===== src/rtl/bsg_link_pkg.sv =====
// Shared link constants and word types for the BSG off-chip link receive path.
package bsg_link_pkg;

  localparam int CH_W   = 8;
  localparam int BEATS  = 4;
  localparam int NUM_CH = 2;

  localparam int HALF_W = CH_W * BEATS;
  localparam int WORD_W = HALF_W * NUM_CH;

  typedef logic [63:0] word_t;
  typedef logic [31:0] half_t;

endpackage : bsg_link_pkg


===== src/rtl/bsg_link_rx_fifo.sv =====
// Synchronous first-word-fall-through FIFO of link words.
// Occupancy is the single source of truth for full/empty; pointers wrap naturally.
module bsg_link_rx_fifo #(
  parameter int DEPTH = 8
) (
  input  logic                       clk,
  input  logic                       rst,
  input  logic                       push_i,
  input  logic [63:0]                data_i,
  input  logic                       pop_i,
  output logic [63:0]                data_o,
  output logic [$clog2(DEPTH):0]     occupancy_o,
  output logic                       full_o,
  output logic                       empty_o
);

  import bsg_link_pkg::*;

  localparam int PTR_W = $clog2(DEPTH);
  localparam int OCC_W = PTR_W + 1;

  word_t             mem_q [DEPTH];
  logic [PTR_W-1:0]  wr_ptr_q, wr_ptr_d;
  logic [PTR_W-1:0]  rd_ptr_q, rd_ptr_d;
  logic [OCC_W-1:0]  occ_q, occ_d;
  logic              full, empty;
  logic              push_eff, pop_eff;

  assign full  = (occ_q == OCC_W'(DEPTH));
  assign empty = (occ_q == '0);

  // Qualify requests: never pop when empty, push when full only if a pop frees the slot.
  always_comb begin
    pop_eff  = pop_i & ~empty;
    push_eff = push_i & (~full | pop_eff);
  end

  // Next pointer and occupancy values.
  always_comb begin
    wr_ptr_d = wr_ptr_q;
    rd_ptr_d = rd_ptr_q;
    occ_d    = occ_q;
    if (push_eff) begin
      wr_ptr_d = wr_ptr_q + 1'b1;
    end
    if (pop_eff) begin
      rd_ptr_d = rd_ptr_q + 1'b1;
    end
    case ({push_eff, pop_eff})
      2'b10:   occ_d = occ_q + 1'b1;
      2'b01:   occ_d = occ_q - 1'b1;
      default: occ_d = occ_q;
    endcase
  end

  // Pointer and occupancy registers.
  always_ff @(posedge clk) begin
    if (rst) begin
      wr_ptr_q <= '0;
      rd_ptr_q <= '0;
      occ_q    <= '0;
    end else begin
      wr_ptr_q <= wr_ptr_d;
      rd_ptr_q <= rd_ptr_d;
      occ_q    <= occ_d;
    end
  end

  // Storage array; contents need no reset since empty masks the output.
  always_ff @(posedge clk) begin
    if (!rst && push_eff) begin
      mem_q[wr_ptr_q] <= data_i;
    end
  end

  // Head word falls through; driven to zero while empty.
  always_comb begin
    data_o = '0;
    if (!empty) begin
      data_o = mem_q[rd_ptr_q];
    end
  end

  assign occupancy_o = occ_q;
  assign full_o      = full;
  assign empty_o     = empty;

endmodule : bsg_link_rx_fifo


===== src/rtl/bsg_downstream_rx.sv =====
// Receive end of the BSG link: assembles byte beats on two channels into
// 64-bit words, buffers them, and returns one credit token per drained word.
module bsg_downstream_rx #(
  parameter int CH_W       = 8,
  parameter int BEATS      = 4,
  parameter int FIFO_DEPTH = 8
) (
  input  logic                          clk,
  input  logic                          rst,
  input  logic                          io_valid_in,
  input  logic [CH_W-1:0]               io_data_in_ch0,
  input  logic [CH_W-1:0]               io_data_in_ch1,
  output logic [63:0]                   core_data_out,
  output logic                          core_valid_out,
  input  logic                          core_ready_in,
  output logic                          io_token_out,
  output logic                          overflow_err,
  output logic [$clog2(FIFO_DEPTH):0]   occupancy
);

  import bsg_link_pkg::*;

  localparam int CNT_W = $clog2(BEATS);
  localparam int OCC_W = $clog2(FIFO_DEPTH) + 1;

  logic [CNT_W-1:0] beat_cnt_q, beat_cnt_d;
  half_t            asm_lo_q, asm_lo_d;
  half_t            asm_hi_q, asm_hi_d;
  logic             token_q, token_d;
  logic             overflow_q, overflow_d;

  half_t            asm_lo_with, asm_hi_with;
  word_t            word_in;
  logic             last_beat;
  logic             pop;
  logic             push;
  logic             fifo_full;
  logic             fifo_empty;
  word_t            fifo_data;
  logic [OCC_W-1:0] fifo_occ;

  // Merge the current beat's bytes into the partial word so the last beat can bypass in.
  always_comb begin
    asm_lo_with = asm_lo_q;
    asm_hi_with = asm_hi_q;
    for (int k = 0; k < BEATS; k++) begin
      if (io_valid_in && (beat_cnt_q == CNT_W'(k))) begin
        asm_lo_with[k*CH_W +: CH_W] = io_data_in_ch0;
        asm_hi_with[k*CH_W +: CH_W] = io_data_in_ch1;
      end
    end
  end

  // Beat counting, push/overflow decision and token generation.
  always_comb begin
    beat_cnt_d = beat_cnt_q;
    asm_lo_d   = asm_lo_with;
    asm_hi_d   = asm_hi_with;
    word_in    = {asm_hi_with, asm_lo_with};
    last_beat  = io_valid_in && (beat_cnt_q == CNT_W'(BEATS - 1));
    pop        = ~fifo_empty & core_ready_in;
    push       = last_beat & (~fifo_full | pop);
    overflow_d = overflow_q | (last_beat & fifo_full & ~pop);
    token_d    = pop;
    if (io_valid_in) begin
      if (beat_cnt_q == CNT_W'(BEATS - 1)) begin
        beat_cnt_d = '0;
      end else begin
        beat_cnt_d = beat_cnt_q + 1'b1;
      end
    end
  end

  // Assembly, token and sticky error registers; reset discards any partial word.
  always_ff @(posedge clk) begin
    if (rst) begin
      beat_cnt_q <= '0;
      asm_lo_q   <= '0;
      asm_hi_q   <= '0;
      token_q    <= 1'b0;
      overflow_q <= 1'b0;
    end else begin
      beat_cnt_q <= beat_cnt_d;
      asm_lo_q   <= asm_lo_d;
      asm_hi_q   <= asm_hi_d;
      token_q    <= token_d;
      overflow_q <= overflow_d;
    end
  end

  bsg_link_rx_fifo #(
    .DEPTH (FIFO_DEPTH)
  ) u_fifo (
    .clk         (clk),
    .rst         (rst),
    .push_i      (push),
    .data_i      (word_in),
    .pop_i       (pop),
    .data_o      (fifo_data),
    .occupancy_o (fifo_occ),
    .full_o      (fifo_full),
    .empty_o     (fifo_empty)
  );

  assign core_data_out  = fifo_data;
  assign core_valid_out = ~fifo_empty;
  assign io_token_out   = token_q;
  assign overflow_err   = overflow_q;
  assign occupancy      = fifo_occ;

endmodule : bsg_downstream_rx


===== config.mk =====
export PLATFORM = sky130hd
export DESIGN_NAME = bsg_downstream_rx
export DESIGN_NICKNAME = d
export VERILOG_FILES = /design/src/rtl/bsg_link_pkg.sv /design/src/rtl/bsg_link_rx_fifo.sv /design/src/rtl/bsg_downstream_rx.sv
export SDC_FILE = /design/constraint.sdc
export NUM_CORES = 1
export LEC_CHECK = 0
export BUFFER_PORTS_ARGS = -buffer_cell sky130_fd_sc_hd__buf_4
export CAP_MARGIN = 20
export CORE_UTILIZATION = 50
export DETAILED_ROUTE_END_ITERATION = 12
export GPL_TIMING_DRIVEN = 0
export PLACE_DENSITY = 0.74
export SYNTH_ARGS = -nofsm -noshare
export SYNTH_HDL_FRONTEND = slang
export SYNTH_HIERARCHICAL = 1
export SYNTH_SLANG_ARGS = --single-unit
export TNS_END_PERCENT = 30

===== constraint.sdc =====
create_clock -name clk -period 13 [get_ports clk]
set_input_delay 2.6 -clock clk [delete_from_list [all_inputs] [get_ports clk]]
set_output_delay 2.6 -clock clk [all_outputs]
set_load 0.01 [all_outputs]

# Word-level counts from Yosys, hierarchy flattened
# Memory sizes are Yosys's and may differ from the RTL's. A register that Yosys moved wholly into a read port is not among the register bits.
# Index checks and enable logic that the tools add are counted.
[classes]
add_sub_neg = 5
n_eq_ne = 6
mux = 15
n_bitwise = 12
reduce_logical = 9
[ops]
columns = ["operator", "count"]
rows = [
  ["$mux 64", 1],
  ["$mux 8", 8],
  ["$pmux 4 s2", 1],
  ["$add 3x1->3 const B", 2],
  ["$and 1x1->1", 6],
  ["$eq 2x2->1 const B", 3],
  ["$mux 3", 2],
  ["$logic_and 1x1->1", 5],
  ["$add 4x1->4 const B", 1],
  ["$eq 2x1->1 const B", 2],
  ["$eq 4x4->1 const B", 1],
  ["$logic_not 4->1", 1],
  ["$sub 4x1->4 const B", 1],
  ["$not 1->1", 3],
  ["$or 1x1->1", 3],
  ["$add 2x1->2 const B", 1],
  ["$logic_not 2->1", 1],
  ["$mux 1", 2],
  ["$mux 2", 1],
  ["$reduce_bool 2->1", 1],
  ["$logic_not 1->1", 1],
]
[word_totals]
regBits = 78
ram_bits = 512
in_bits = 20
output_inout_bits = 71
mem_count = 1
[memory_table]
columns = ["memory", "words", "word_bits", "read_ports", "rd_ports_with_merged_regs", "write_ports", "line", "source"]
rows = [
  ["u_fifo.mem_q", 8, 64, 1, 1, 1, "bsg_link_rx_fifo.sv:22", "word_t mem_q [DEPTH];"],
]

# Depth between registers and ports, before layout
[depth]
ltp_word = 9
depth_mapped = 13
mapped_depth_nobuf = 11

# Modules after synthesis
# Netlist, hierarchy kept.
[modules_own_cells]
columns = ["module", "n_inst", "cells_per_inst", "area_per_inst_um2", "seq_area_each_um2"]
rows = [
  ["bsg_link_rx_fifo", 1, 894, 20174.3, 15635.0],
  ["bsg_downstream_rx", 1, 380, 3200.6, 1361.3],
]

# Least setup slack after synthesis
# Ideal clock, no wire load.
[synth_path]
path_type = "input to register"
from = "input io_valid_in"
to = "memory u_fifo/mem_q[0][0] (netlist bit), enable pin"
setup_time_ns = 0.666
t_arrival_ns = 10.019
required_time_ns = 12.334
slack_ns = 2.315
cell_stages = 7
n_path_buf = 3
cell_sequence = "buf_4 > buf_4 > nand2_1 > a21oi_1 > buf_2 > o21ai_4 > nor4b_1"
[synth_between]
elab_chain_len = 6
[synth_lines]
columns = ["element", "line", "source"]
rows = [
  ["start: declaration", "bsg_downstream_rx.sv:10", "input logic io_valid_in,"],
  ["$logic_and 1x1->1", "bsg_downstream_rx.sv:60", "last_beat = io_valid_in && (beat_cnt_q == CNT_W'(BEATS - 1));"],
  ["$and 1x1->1", "bsg_downstream_rx.sv:62", "push = last_beat & (~fifo_full | pop);"],
  ["via push", "bsg_downstream_rx.sv:36", "logic push;"],
  ["$and 1x1->1", "bsg_link_rx_fifo.sv:35", "push_eff = push_i & (~full | pop_eff);"],
  ["$logic_and 1x1->1", "bsg_link_rx_fifo.sv:71", "if (!rst && push_eff) begin"],
  ["$mux 1", "bsg_link_rx_fifo.sv:71", ""],
  ["$mux 1 (implied by the code)", "bsg_link_rx_fifo.sv:72", "mem_q[wr_ptr_q] <= data_i;"],
  ["end: declaration", "bsg_link_rx_fifo.sv:22", ""],
]
# The timed path passes the listed nets, and every way through them passes these cells.

==> reports/metrics.csv <==
stage,metric,value,unit
synth,Synth Register Bits,593,
power,Logic pwr share,2.3,%
synth,Synth area leader,edfxtp_1,
floorplanning,core area,0.0458,mm2
clock_tree,Clock Latency Late Sink,0.62,ns
timing,period utilization,42.2,%
floorplanning,Die H,218,um
grt,aggregate global routing overflow,0,
worst_setup_path,worst r2r src,u_fifo/occupancy_o[0]$_SDFFE_PP0P_,
clock_tree,htree depth,2,
synth,top-count cell post-synth,edfxtp_1,
power,Pwr Density,142,mW/mm2
synth,"Avg Cell Area, Syn",18.3,um2
power,P_leak,0.00930,uW
route,drt drc,0,
layout,Synth-to-Final Area Change,17.4,%
timing,Final Max Slew Viols,0,
worst_setup_path,Worst Reg2Reg Path Length in Cells,12,
synth,Synth Instances,1274,
timing,RSZ-0062 raised after global routing,no,
layout,"Net count, final",1500,
power,sw power,762,uW
clock_tree,clk root buf,clkbuf_16,
timing,minimum clock period,5.48,ns
timing,Hold Slack,0.511,ns
worst_setup_path,CP Data Required Time,10.40,ns
power,Pwr Total,3890,uW
route,vias post-DR,12291,
timing,# setup viols final,0,
power,Int Pwr,3130,uW
floorplanning,I/O pin count,91,
min_path,Worst Hold Depth,2,
route,violation count after the first detailed-route iteration,959,
timing,clk_skew,0.0360,ns
route,Via density,5.79,
synth,top-area cell type share of the netlist area,65.8,%
synth,Main synth FF type,edfxtp_1,
synth,sequential area share after synthesis,72.7,%
synth,synthesized cell area,0.0234,mm2
timing,Slew HR,25.7,%
place,Detail Placement HPWL,34200,um
power,clock power share,44.4,%
grt,All-Layer GR Usage,21.8,%
power,VDD IR max,0.0968,mV
worst_setup_path,register-to-register setup slack,8.97,ns
clock_tree,Post-CTS Resized,0,
flow_run,Max Cap Viol,0,
worst_setup_path,CP Max Fanout,10,
min_path,endpoint with the worst hold slack,overflow_err$_SDFF_PP0_,
route,Detail Route Antenna Nets,0,
synth,Yosys warning total,6,
clock_tree,CTS Hold Bufs,0,
clock_tree,TritonCTS clock tree,built,
route,Routed WL per cell,23.7,um
worst_setup_path,reg-to-reg critical path endpoint,u_fifo/mem_q[4][42]$_DFFE_PP_,
worst_setup_path,worst setup path class,flip-flop to primary output,
route,WL final,50300,um
grt,vias in the first global route,12640,
power,sw frac,19.6,%
timing,Achievable Freq,0.182,GHz
grt,largest net degree at the start of global routing,27,
worst_setup_path,startpoint types,flip-flop,
floorplanning,die area,0.0476,mm2
place,# port buffers,89,
grt,initial antenna violation count,5,
route,drt pass-1 iters,5,
floorplanning,Initial Util,51.1,%
floorplanning,die width,218,um
clock_tree,"CTS clk-pin slew, worst paths",0.06,ns
clock_tree,Num CTS Buffers,57,
min_path,hold_sp,overflow_err$_SDFF_PP0_,
place,GPL Wtd Cong,0.853,
clock_tree,CTS Sinks,593,
min_path,hold crit path type,flip-flop to flip-flop,
worst_setup_path,WP data arrival,2.88,ns
synth,Synth async-reset ratio,0,%
timing,"Hold Vio Cnt, Final",0,
synth,"top cells by area, synth","edfxtp_1 (66%), mux4_2 (12%), dfxtp_1 (6.9%)",
layout,"Design Area, Final",0.0274,mm2
synth,top post-synthesis cells by count,"edfxtp_1 (512), mux4_2 (128), nor2_1 (82)",
synth,Synth cell types,40,
power,Sequential Power Share,53.3,%
synth,Syn Nets,1303,
worst_setup_path,CP Capture Type,primary output,
clock_tree,CTS max path bufs,3,
outcome,outcome,"finished, final reports clean",
timing,Worst Tran Pin Value,1.11,ns
clock_tree,Post-CTS Repair Setup Buffers,0,
place,Placed Area,0.0254,mm2
layout,share of cells above drive strength 1,32.4,%
grt,first-pass GRT wire length,76000,um
floorplanning,Cell Rows,78,
synth,Post-synth EDFFs,512,
==> per-layer routing <==
| metal | up-vias | routed length, um | track usage (%) |
|---|---|---|---|
| li1 | 5434 | - | - |
| met1 | 6351 | 21000 | 29.5 |
| met2 | 413 | 24700 | 35.5 |
| met3 | 89 | 3140 | 4.40 |
| met4 | 4 | 1390 | 6.88 |
| met5 | - | 18 | 0 |
==> state kept, by name, indices dropped and copies added (netlist names), named ones only <==
signal,count
u_fifo/wr_ptr_q,3
u_fifo/rd_ptr_q,3
asm_hi_q,32
u_fifo/mem_q,512
beat_cnt_q,2
u_fifo/occupancy_o,4
asm_lo_q,32
io_token_out,1
overflow_err,1
==> critical path: stages, from the launching register on <==
cell      delay (ns)
dfxtp_1         0.32
clkbuf_1        0.82
buf_2           0.51
mux2i_1         0.38
nor2_1          0.08
buf_4           0.17
==> layout make-up <==
type / instances / area [um2]
inverter: 8 / 30.0
clock inverter: 29 / 295
timing repair buffer: 138 / 1250
sequential: 593 / 17000
multi-input combinational: 592 / 5930
fill: 3250 / 18300
antenna: 3 / 7.51
tap: 600 / 751
buffer: 81 / 473
clock buffer: 78 / 1700
==> placed cells by master, fill, tap and decap left out, drive strengths merged, types with 3 or more instances in the layout <==
cell / instances
diode: 3
bufinv: 6
clkinv: 20
xor2: 4
dfxtp: 81
clkbuf: 100
a21bo: 64
nor2: 82
nand3: 66
buf: 197
inv: 9
a21oi: 68
mux2i: 68
nand2b: 5
xnor2: 3
nand2: 67
nor3: 4
edfxtp: 512
nand3b: 3
mux4: 128
ha: 8
==> how the worst max path moves through the flow <==
| stage | endpoint | cells past startpoint |
|---|---|---|
| floorplan | u_fifo/mem_q[0][0]$_DFFE_PP_ | 7 |
| global placement | u_fifo/mem_q[0][41]$_DFFE_PP_ | 7 |
| detailed placement | u_fifo/mem_q[4][40]$_DFFE_PP_ | 11 |
| CTS | core_data_out[13] | 5 |
| global route | core_data_out[61] | 5 |
| finish | core_data_out[61] | 5 |
==> metrics by stage <==
step	cells	setup TNS (ns)	setup slack, ns	utilization, %
2_1_floorplan	1274	0	2.31	-
3_3_place_gp	1963	-470.06	-4.27	54.2
3_5_place_dp	2012	0	7.34	55.6
4_1_cts	2119	0	7.56	59.9
5_1_grt	2122	0	7.45	59.9
6_report	2122	0	7.52	59.9
==> power by group through the flow <==
stage	Clock [uW]	Sequential [uW]	Combinational [uW]
2_1_floorplan	0	2120	52.9
3_3_place_gp	0	2120	83.7
3_5_place_dp	0	2120	88.6
4_1_cts	1750	2080	88.9
5_1_grt	1820	2080	97.4
6_report	1730	2080	89.2
==> kinds of logic after synthesis <==
kind of cell | count (synthesis) | share of synthesized area, %
fa+ha+maj | 9 | 0.514
mux | 196 | 15.2
compound gates | 144 | 4.69
buf+inv | 89 | 2.15
simple gates | 236 | 4.42
xor+xnor | 7 | 0.262
flops | 593 | 72.7
Note: power is estimated with default switching activity, not from simulation.
